**src/rtl/mips_pkg.sv**
```systemverilog
// Shared constants and state encoding for the multi-cycle MIPS control path.
package mips_pkg;

   localparam logic [5:0] OP_RTYPE = 6'b000000;
   localparam logic [5:0] OP_LW    = 6'b100011;
   localparam logic [5:0] OP_SW    = 6'b101011;
   localparam logic [5:0] OP_BEQ   = 6'b000100;
   localparam logic [5:0] OP_J     = 6'b000010;
   localparam logic [5:0] OP_ADDI  = 6'b001000;

   localparam logic [5:0] FN_ADD = 6'b100000;
   localparam logic [5:0] FN_SUB = 6'b100010;
   localparam logic [5:0] FN_AND = 6'b100100;
   localparam logic [5:0] FN_OR  = 6'b100101;
   localparam logic [5:0] FN_SLT = 6'b101010;

   localparam logic [3:0] ALU_AND = 4'b0000;
   localparam logic [3:0] ALU_OR  = 4'b0001;
   localparam logic [3:0] ALU_ADD = 4'b0010;
   localparam logic [3:0] ALU_SUB = 4'b0110;
   localparam logic [3:0] ALU_SLT = 4'b0111;

   localparam logic [1:0] SRC_B_REG    = 2'b00;
   localparam logic [1:0] SRC_B_FOUR   = 2'b01;
   localparam logic [1:0] SRC_B_IMM    = 2'b10;
   localparam logic [1:0] SRC_B_IMM_SH = 2'b11;

   localparam logic [1:0] PC_SRC_ALU    = 2'b00;
   localparam logic [1:0] PC_SRC_ALUOUT = 2'b01;
   localparam logic [1:0] PC_SRC_JUMP   = 2'b10;

   typedef enum logic [3:0] {
      StFetch    = 4'd0,
      StDecode   = 4'd1,
      StMemAddr  = 4'd2,
      StMemRead  = 4'd3,
      StMemWb    = 4'd4,
      StMemWrite = 4'd5,
      StRExec    = 4'd6,
      StRWb      = 4'd7,
      StBranch   = 4'd8,
      StJump     = 4'd9,
      StAddiExec = 4'd10,
      StAddiWb   = 4'd11
   } state_e;

endpackage

```
**src/rtl/alu_control_decode.sv**
```systemverilog
// R-type funct field to ALU control code, with a flag for supported functs.
module alu_control_decode
   import mips_pkg::*;
(
   input  logic [5:0] funct,
   output logic [3:0] alu_control,
   output logic       funct_valid
);

   always_comb begin
      alu_control = ALU_ADD;
      funct_valid = 1'b1;
      case (funct)
         FN_ADD:  alu_control = ALU_ADD;
         FN_SUB:  alu_control = ALU_SUB;
         FN_AND:  alu_control = ALU_AND;
         FN_OR:   alu_control = ALU_OR;
         FN_SLT:  alu_control = ALU_SLT;
         default: funct_valid = 1'b0;
      endcase
   end

endmodule

```
**src/rtl/multicycle_control.sv**
```systemverilog
// Moore control FSM for the multi-cycle MIPS datapath; also counts retired instructions.
module multicycle_control
   import mips_pkg::*;
#(
   parameter int unsigned CNT_W = 32
) (
   input  logic             clk,
   input  logic             rst_n,
   input  logic [5:0]       opcode,
   input  logic [5:0]       funct,
   input  logic             zero,
   output logic [3:0]       alu_control,
   output logic             alu_src_a,
   output logic [1:0]       alu_src_b,
   output logic [1:0]       pc_source,
   output logic             pc_en,
   output logic             i_or_d,
   output logic             mem_read,
   output logic             mem_write,
   output logic             ir_write,
   output logic             reg_write,
   output logic             reg_dst,
   output logic             mem_to_reg,
   output logic             illegal,
   output logic [CNT_W-1:0] instr_count,
   output logic [3:0]       state
);

   state_e           state_q, state_d, out_st;
   logic [CNT_W-1:0] instr_count_q, instr_count_d;
   logic [3:0]       r_alu_control;
   logic             funct_valid;
   logic             opcode_legal;
   logic             retire;
   logic             pc_write, pc_write_cond;
   logic             mem_write_raw, ir_write_raw, reg_write_raw, illegal_raw;

   alu_control_decode u_alu_control_decode (
      .funct       (funct),
      .alu_control (r_alu_control),
      .funct_valid (funct_valid)
   );

   always_comb begin
      opcode_legal = 1'b0;
      case (opcode)
         OP_LW, OP_SW, OP_BEQ, OP_J, OP_ADDI: opcode_legal = 1'b1;
         OP_RTYPE:                            opcode_legal = funct_valid;
         default:                             opcode_legal = 1'b0;
      endcase
   end

   always_comb begin
      state_d = StFetch;
      retire  = 1'b0;
      case (state_q)
         StFetch:  state_d = StDecode;
         StDecode: begin
            case (opcode)
               OP_LW, OP_SW: state_d = StMemAddr;
               OP_BEQ:       state_d = StBranch;
               OP_J:         state_d = StJump;
               OP_ADDI:      state_d = StAddiExec;
               OP_RTYPE:     state_d = funct_valid ? StRExec : StFetch;
               default:      state_d = StFetch;
            endcase
         end
         StMemAddr: begin
            if (opcode == OP_LW) begin
               state_d = StMemRead;
            end else if (opcode == OP_SW) begin
               state_d = StMemWrite;
            end else begin
               state_d = StFetch;
            end
         end
         StMemRead:  state_d = StMemWb;
         StRExec:    state_d = StRWb;
         StAddiExec: state_d = StAddiWb;
         StMemWb, StMemWrite, StRWb, StBranch, StJump, StAddiWb: begin
            state_d = StFetch;
            retire  = 1'b1;
         end
         default:    state_d = StFetch;
      endcase
   end

   assign instr_count_d = retire ? instr_count_q + CNT_W'(1) : instr_count_q;

   always_ff @(posedge clk) begin
      if (!rst_n) begin
         state_q       <= StFetch;
         instr_count_q <= '0;
      end else begin
         state_q       <= state_d;
         instr_count_q <= instr_count_d;
      end
   end

   // Under reset, decode as FETCH so the datapath sees a clean idle selection.
   assign out_st = rst_n ? state_q : StFetch;

   always_comb begin
      alu_control   = ALU_ADD;
      alu_src_a     = 1'b0;
      alu_src_b     = SRC_B_REG;
      pc_source     = PC_SRC_ALU;
      pc_write      = 1'b0;
      pc_write_cond = 1'b0;
      i_or_d        = 1'b0;
      mem_read      = 1'b0;
      mem_write_raw = 1'b0;
      ir_write_raw  = 1'b0;
      reg_write_raw = 1'b0;
      reg_dst       = 1'b0;
      mem_to_reg    = 1'b0;
      illegal_raw   = 1'b0;
      case (out_st)
         StFetch: begin
            mem_read     = 1'b1;
            ir_write_raw = 1'b1;
            alu_src_b    = SRC_B_FOUR;
            pc_write     = 1'b1;
         end
         StDecode: begin
            alu_src_b   = SRC_B_IMM_SH;
            illegal_raw = !opcode_legal;
         end
         StMemAddr: begin
            alu_src_a = 1'b1;
            alu_src_b = SRC_B_IMM;
         end
         StMemRead: begin
            mem_read = 1'b1;
            i_or_d   = 1'b1;
         end
         StMemWb: begin
            reg_write_raw = 1'b1;
            mem_to_reg    = 1'b1;
         end
         StMemWrite: begin
            mem_write_raw = 1'b1;
            i_or_d        = 1'b1;
         end
         StRExec: begin
            alu_src_a   = 1'b1;
            alu_control = r_alu_control;
         end
         StRWb: begin
            reg_write_raw = 1'b1;
            reg_dst       = 1'b1;
         end
         StBranch: begin
            alu_src_a     = 1'b1;
            alu_control   = ALU_SUB;
            pc_write_cond = 1'b1;
            pc_source     = PC_SRC_ALUOUT;
         end
         StJump: begin
            pc_write  = 1'b1;
            pc_source = PC_SRC_JUMP;
         end
         StAddiExec: begin
            alu_src_a = 1'b1;
            alu_src_b = SRC_B_IMM;
         end
         StAddiWb: reg_write_raw = 1'b1;
         default: ;
      endcase
   end

   assign mem_write   = mem_write_raw & rst_n;
   assign ir_write    = ir_write_raw & rst_n;
   assign reg_write   = reg_write_raw & rst_n;
   assign illegal     = illegal_raw & rst_n;
   assign pc_en       = (pc_write | (pc_write_cond & zero)) & rst_n;
   assign instr_count = instr_count_q;
   assign state       = state_q;

endmodule

```
**config.mk**
```make
export PLATFORM = sky130hd
export DESIGN_NAME = multicycle_control
export DESIGN_NICKNAME = d
export VERILOG_FILES = /design/src/rtl/mips_pkg.sv /design/src/rtl/alu_control_decode.sv /design/src/rtl/multicycle_control.sv
export SDC_FILE = /design/constraint.sdc
export NUM_CORES = 1
export LEC_CHECK = 0
export CAP_MARGIN = 20
export CORE_ASPECT_RATIO = 1.2
export CORE_MARGIN = 2
export CORE_UTILIZATION = 50
export CTS_CLUSTER_DIAMETER = 50
export DETAILED_ROUTE_END_ITERATION = 6
export GPL_ROUTABILITY_DRIVEN = 0
export GPL_TIMING_DRIVEN = 0
export PLACE_DENSITY = 0.86
export SLEW_MARGIN = 0
export SYNTH_ARGS = -nofsm -noshare
export SYNTH_HDL_FRONTEND = slang
export SYNTH_HIERARCHICAL = 1
export SYNTH_SLANG_ARGS = --single-unit
export TNS_END_PERCENT = 100
```
**constraint.sdc**
```tcl
create_clock -name clk -period 5.2 [get_ports clk]
set_input_delay 1.3 -clock clk [delete_from_list [all_inputs] [get_ports clk]]
set_output_delay 1.3 -clock clk [all_outputs]
set_load 0.01 [all_outputs]
```
==> results.json, run 1 <==
{
  "outcome": "complete, no violations",
  "grt_max_degree": 11,
  "drt_iter0_drc": 90,
  "port-buffer-count": 67,
  "hold_violations": 0,
  "drc": 0,
  "drt_pass1_iterations": 4,
  "critPathSlowestCell": "or4b_4",
  "cts_hold_buf": 0,
  "yosysMostFrequentCell": "nor2_1",
  "dieHeight_um": 75.6,
  "wl_mm": 5.31,
  "ys_ff_latch": 36,
  "start_util_pct": 50.9,
  "cts_setup_buffers": 0,
  "synth_top_family_by_area": "simple AND/OR/NAND/NOR gates",
  "first_global_vias": 2076,
  "fill_cells": 335,
  "track_usage_pct": 23.3,
  "end_kind": "output pin",
  "start_kind": "input pin",
  "clock_latency_ns": 0.29,
  "fmax_mhz": 212,
  "relSlewSlack_pct": 67.9,
  "cpMostUsedCell": "clkdlybuf4s50_1",
  "clockRootBuffer": "clkbuf_8",
  "avgSynthCellArea_um2": 8.16,
  "maxCapViolCount": 0,
  "synthCells": 262,
  "synth-edff-count": 0,
  "clk_pin_slew_ns": 0.07,
  "antenna_left": 0,
  "critPathBufInv": 2,
  "synthSimpleGateAreaFrac_pct": 39.2,
  "synth_top_area_share_pct": 33.7,
  "final_layout_size_suffix_gt1_share_pct": 8.61,
  "area_delta_synth_final_pct": 38.9,
  "finalCriticalPeriod_ns": 4.72,
  "leakage_uw": 0.00100,
  "final_nets": 352,
  "min-delay-path-class": "reg2reg",
  "htreeDepth": 2,
  "synth_cell_type_count": 49,
  "grt-ovfl-total": 0,
  "rows": 26,
  "min-delay-start": "instr_count[27]",
  "grt_pass1_wl_mm": 8.89,
  "cts_buffers": 5,
  "cts_tree": "built",
  "synth_xor_area_share_pct": 12.7,
  "mappedNetlistNets": 278,
  "worstSetupPathType": "in2out",
  "wl_per_cell_um": 13.5,
  "period_share_pct": 90.8,
  "tightest_slew_ns": 0.469,
  "synth_common_cells": "nor2_1, dfxtp_1, xnor2_1, nand2_1, nor3_1",
  "antenna_cells": 0,
  "synthMuxAreaShare_pct": 1.46,
  "core_mm2": 0.00420,
  "critPathTopFamily": "simple AND/OR/NAND/NOR gates",
  "powerDensity_mw_per_mm2": 179,
  "synth_compound_area_share_pct": 7.73,
  "path_cells": "clkdlybuf4s50_1 -> nand2b_4 -> or4b_4 -> or4_1 -> clkdlybuf4s50_1",
  "clockBufferDepth": 2,
  "num_io_pins": 69,
  "synth_area_leaders": "dfxtp_1, xnor2_1, nor2_1, nor3_1, nor4_2",
  "ctsResizeCount": 0,
  "yosysTopAreaCell": "dfxtp_1",
  "cp_slowest_stage_delay_ns": 0.52,
  "startpoint": "funct[5]",
  "die_x_um": 63.7,
  "syn-cell-area_mm2": 0.00214,
  "synthFlopType": "dfxtp_1",
  "drv_slew": 0,
  "critPathArrivalTime_ns": 3.42,
  "skew_ns": 0.00436,
  "peakVddDrop_mv": 0.0901,
  "ys_seq_area_share_pct": 33.7,
  "yosys.area_share.adder_pct": 0.585,
  "rsz0062_at_grt": "no",
  "cts_sinks": 36,
  "die_area_mm2": 0.00482,
  "num_vias": 2176,
  "finalPower_uw": 532,
  "worstPathRequired_ns": 3.90,
  "antenna_found_initial": 0,
  "synth_warnings": 6,
  "path_max_fanout": 4,
  "hpwlAfterDp_mm": 3.99,
  "via_per_inst": 5.54,
  "tns_ns": 0,
  "synthArstFlopShare_pct": 0,
  "r2r_start": "instr_count[0]",
  "final-setup-viol-count": 0
}
[per-layer routing]
metal  GRT usage (%)  vias to the layer above  routed length, um
met5               0                        -                  0
met4            14.5                        0                152
met3            5.76                       14                338
met2            42.9                       90               2670
met1            24.3                     1014               2150
li1                -                     1058                  -
[through the flow]
stage                     std cells  utilization [%]  cell area, um^2  hold WS [ns]  setup WS, ns
final                           393             70.7             2970         0.518         0.479
after global routing            393             70.7             2970         0.553         0.437
after CTS                       393             70.7             2970         0.524         0.479
after detailed placement        385             68.6             2880         0.512         0.495
after global placement          385             68.6             2880         0.500         0.489
after floorplan                 262                -             2140         0.510          1.41
[cell usage in the layout, fill, tap and decap left out, types with 2 or more instances in the layout]
cell type,instances
a2111oi_0,2
a21oi_1,8
a32oi_1,2
and3_1,4
and4_1,4
buf_2,3
clkbuf_1,10
clkbuf_8,6
clkdlybuf4s50_1,67
dfxtp_1,36
inv_1,8
mux2i_1,2
nand2_1,15
nand2b_1,7
nand3_1,13
nand4_1,4
nand4_2,2
nand4bb_1,2
nor2_1,46
nor2b_1,4
nor3_1,15
nor4_1,5
nor4_2,6
o21ai_0,8
or2_2,2
or3_1,2
xnor2_1,26
xor2_1,5
[flip-flops by register name, indices dropped and copies added, names as in the netlist]
| name | cells |
|---|---|
| instr_count | 32 |
| state | 4 |
[power by group]
group | leakage [uW] | internal [uW] | switching, uW
clock network | 0.0000455 | 108 | 96.1
registers | 0.000290 | 277 | 0.827
logic | 0.000664 | 25.4 | 24.9
[final timing paths]
path	to	slack, ns	depth (start not counted)
max	alu_control[1]	0.48	5
max reg2reg	instr_count[10]	3.22	7
min reg2reg	instr_count[27]	0.52	2
min	instr_count[27]	0.52	2
[final cells by class]
class	count	area, um^2	area share, %
well taps	56	70.1	2.36
plain buffers	13	63.8	2.15
repair buffers	67	671	22.6
clock buffers	8	90.1	3.04
flip-flops and latches	36	721	24.3
inverters	8	30.0	1.01
multi-input cells	205	1320	44.6
[worst min-delay path, stage by stage (launching register included)]
cell	delay (ns)
dfxtp_1	0.35
nand2_1	0.07
mux2i_1	0.06
[kinds of logic (layout without fill, tap and decap cells)]
| group | after synthesis | count (layout) |
|---|---|---|
| buf+inv | 21 | 96 |
| xor+xnor | 31 | 31 |
| other cells | 1 | 1 |
| compound gates | 26 | 26 |
| flops | 36 | 36 |
| mux | 3 | 3 |
| fa+ha+maj | 1 | 1 |
| simple gates | 143 | 143 |
No activity file was read; power rests on OpenSTA's default activity.
==> inputs of run 2 (changes only) <==
--- a/config.mk
+++ b/config.mk
@@ -6,13 +6,16 @@
 export NUM_CORES = 1
 export LEC_CHECK = 0
+export ABC_CLOCK_PERIOD_IN_PS = 5200
 export CAP_MARGIN = 20
+export CELL_PAD_IN_SITES_DETAIL_PLACEMENT = 1
+export CELL_PAD_IN_SITES_GLOBAL_PLACEMENT = 2
 export CORE_ASPECT_RATIO = 1.2
 export CORE_MARGIN = 2
-export CORE_UTILIZATION = 50
+export CORE_UTILIZATION = 28
 export CTS_CLUSTER_DIAMETER = 50
 export DETAILED_ROUTE_END_ITERATION = 6
 export GPL_ROUTABILITY_DRIVEN = 0
 export GPL_TIMING_DRIVEN = 0
-export PLACE_DENSITY = 0.86
+export PLACE_DENSITY = 0.85
 export SLEW_MARGIN = 0
 export SYNTH_ARGS = -nofsm -noshare
==> constraint.sdc (replaced) <==
create_clock -name clk -period 5.2 [get_ports clk]
set_input_delay 1.3 -clock clk [delete_from_list [all_inputs] [get_ports clk]]
set_output_delay 1.3 -clock clk [all_outputs]
set_load 0.05 [all_outputs]
==> results.json, run 2 (synthesis gave the netlist of run 1 again) <==
{
  "outcome": "complete, no violations",
  "grt_max_degree": 12,
  "wl_mm": 6.34,
  "leakage_uw": 0.00101,
  "ctsResizeCount": 0,
  "grt-ovfl-total": 0,
  "first_global_vias": 2272,
  "hold_path_depth": 2,
  "drv_slew": 0,
  "use_met2_pct": 29.4,
  "area_delta_synth_final_pct": 41.0,
  "rows": 34,
  "top_usage_layer": "met2",
  "skew_ns": 0.00751,
  "via_per_inst": 5.07,
  "critPathArrivalTime_ns": 3.64,
  "cts_buffers": 5,
  "wl_per_cell_um": 14.8,
  "fmax_mhz": 202,
  "rsz0062_at_grt": "no",
  "period_share_pct": 95.0,
  "reg2reg_to": "instr_count[24]",
  "worstSetupPathType": "in2out",
  "track_usage_pct": 16.0,
  "dpl_worst_slack_ns": 0.273,
  "min-delay-start": "instr_count[27]",
  "min-delay-path-class": "reg2reg",
  "antenna_found_initial": 0,
  "path_max_fanout": 4,
  "drt_pass1_iterations": 5,
  "cts_sinks": 36,
  "setup_ws_ns": 0.259,
  "num_vias": 2164,
  "start_util_pct": 29.2,
  "cts_tree": "built",
  "r2r_start": "instr_count[0]",
  "switching_share_pct": 26.1,
  "comb_power_share_pct": 11.6,
  "clockRootBuffer": "clkbuf_8",
  "power_frac_seq_pct": 50.3,
  "multi_input_area_mm2": 0.00132,
  "finalCriticalPeriod_ns": 4.94,
  "largest_reg_flops": 32,
  "die_area_mm2": 0.00835,
  "cts_hold_buf": 0,
  "powerDensity_mw_per_mm2": 183,
  "hpwlAfterDp_mm": 4.88,
  "drt_iter0_drc": 65,
  "drc": 0,
  "cts_setup_buffers": 0,
  "utilization_pct": 41.2,
  "final-setup-viol-count": 0,
  "clock_latency_ns": 0.29,
  "p_int_uw": 408,
  "netSwitchingPower_uw": 144,
  "relSlewSlack_pct": 64.2,
  "start_kind": "input pin",
  "clockBufferDepth": 2,
  "maxCapViolCount": 0,
  "tns_ns": 0,
  "antenna_cells": 0,
  "fill_cells": 879,
  "reg2reg_slack_ns": 3.14,
  "final_nets": 352,
  "num_io_pins": 69,
  "clkPwrFrac_pct": 38.2,
  "dieHeight_um": 99.7,
  "worstPathRequired_ns": 3.90,
  "antenna_left": 0,
  "port-buffer-count": 67,
  "peakVddDrop_mv": 0.136,
  "htreeDepth": 2,
  "final_layout_size_suffix_gt1_share_pct": 9.20,
  "reg2regPathDepth": 7,
  "end_kind": "output pin",
  "tightest_slew_ns": 0.535,
  "final_cell_mix": "clkdlybuf4s50_1, nor2_1, dfxtp_1, xnor2_1",
  "use_met1_pct": 18.2,
  "hold_violations": 0,
  "seq_area_um2": 721,
  "layout_commonest_cell": "clkdlybuf4s50_1",
  "use_met3_pct": 3.57,
  "core_mm2": 0.00732,
  "clk_pin_slew_ns": 0.07,
  "hold_end": "instr_count[27]",
  "grt_pass1_wl_mm": 11.0,
  "die_x_um": 83.8
}
run 2: changes by cell type in the layout (fill, tap and decap cells not counted), sizes merged:
cell / delta
clkinv: +2
clkbuf: -2
run 2: worst max-delay path by stage:
stage          startpoint             end  slack [ns]
5_1_grt             rst_n         illegal        0.20
6_report         funct[5]  alu_control[1]        0.26
3_5_place_dp     funct[5]  alu_control[1]        0.27
4_1_cts          funct[5]  alu_control[1]        0.26
3_3_place_gp     funct[5]  alu_control[1]        0.28
2_1_floorplan       rst_n       alu_src_a        0.06
run 2: cell type report:
type                            count  area share (%)
Buffer                             13            2.12
Clock buffer                        6            2.74
Clock inverter                      2           0.332
Inverter                            8           0.997
Multi-Input combinational cell    205            43.9
Sequential cell                    36            23.9
Tap cell                           90            3.74
Timing Repair Buffer               67            22.3
run 2: routing by layer:
metal / vias up / routed length (um) / share of wire [%]
li1: 1058 / - / -
met1: 1030 / 2660 / 42
met2: 68 / 3230 / 51
met3: 8 / 357 / 5.6
met4: 0 / 85 / 1.3
met5: - / 0 / 0
run 2: power groups by stage:
stage | Clock, uW | Sequential (uW) | Combinational, uW
after floorplan | 0 | 287 | 32.1
after global placement | 0 | 284 | 63.8
after detailed placement | 0 | 284 | 64.2
after CTS | 217 | 277 | 64.5
after global routing | 229 | 277 | 69.5
final | 210 | 277 | 63.9
run 2: worst max-delay path: stages:
cell	delay [ns]
clkdlybuf4s50_1	0.51
nand2b_4	0.08
or4b_4	0.51
or4_1	0.52
clkdlybuf4s50_1	0.72
run 2: through the flow:
stage                     hold WS (ns)  power (uW)  std cells  cell area, um^2
final                            0.519         551        427             3010
after detailed placement         0.522         348        419             2920
after global placement           0.505         347        419             2920
after floorplan                  0.699         319        262             2140
after CTS                        0.533         558        427             3010
after global routing             0.556         576        427             3010
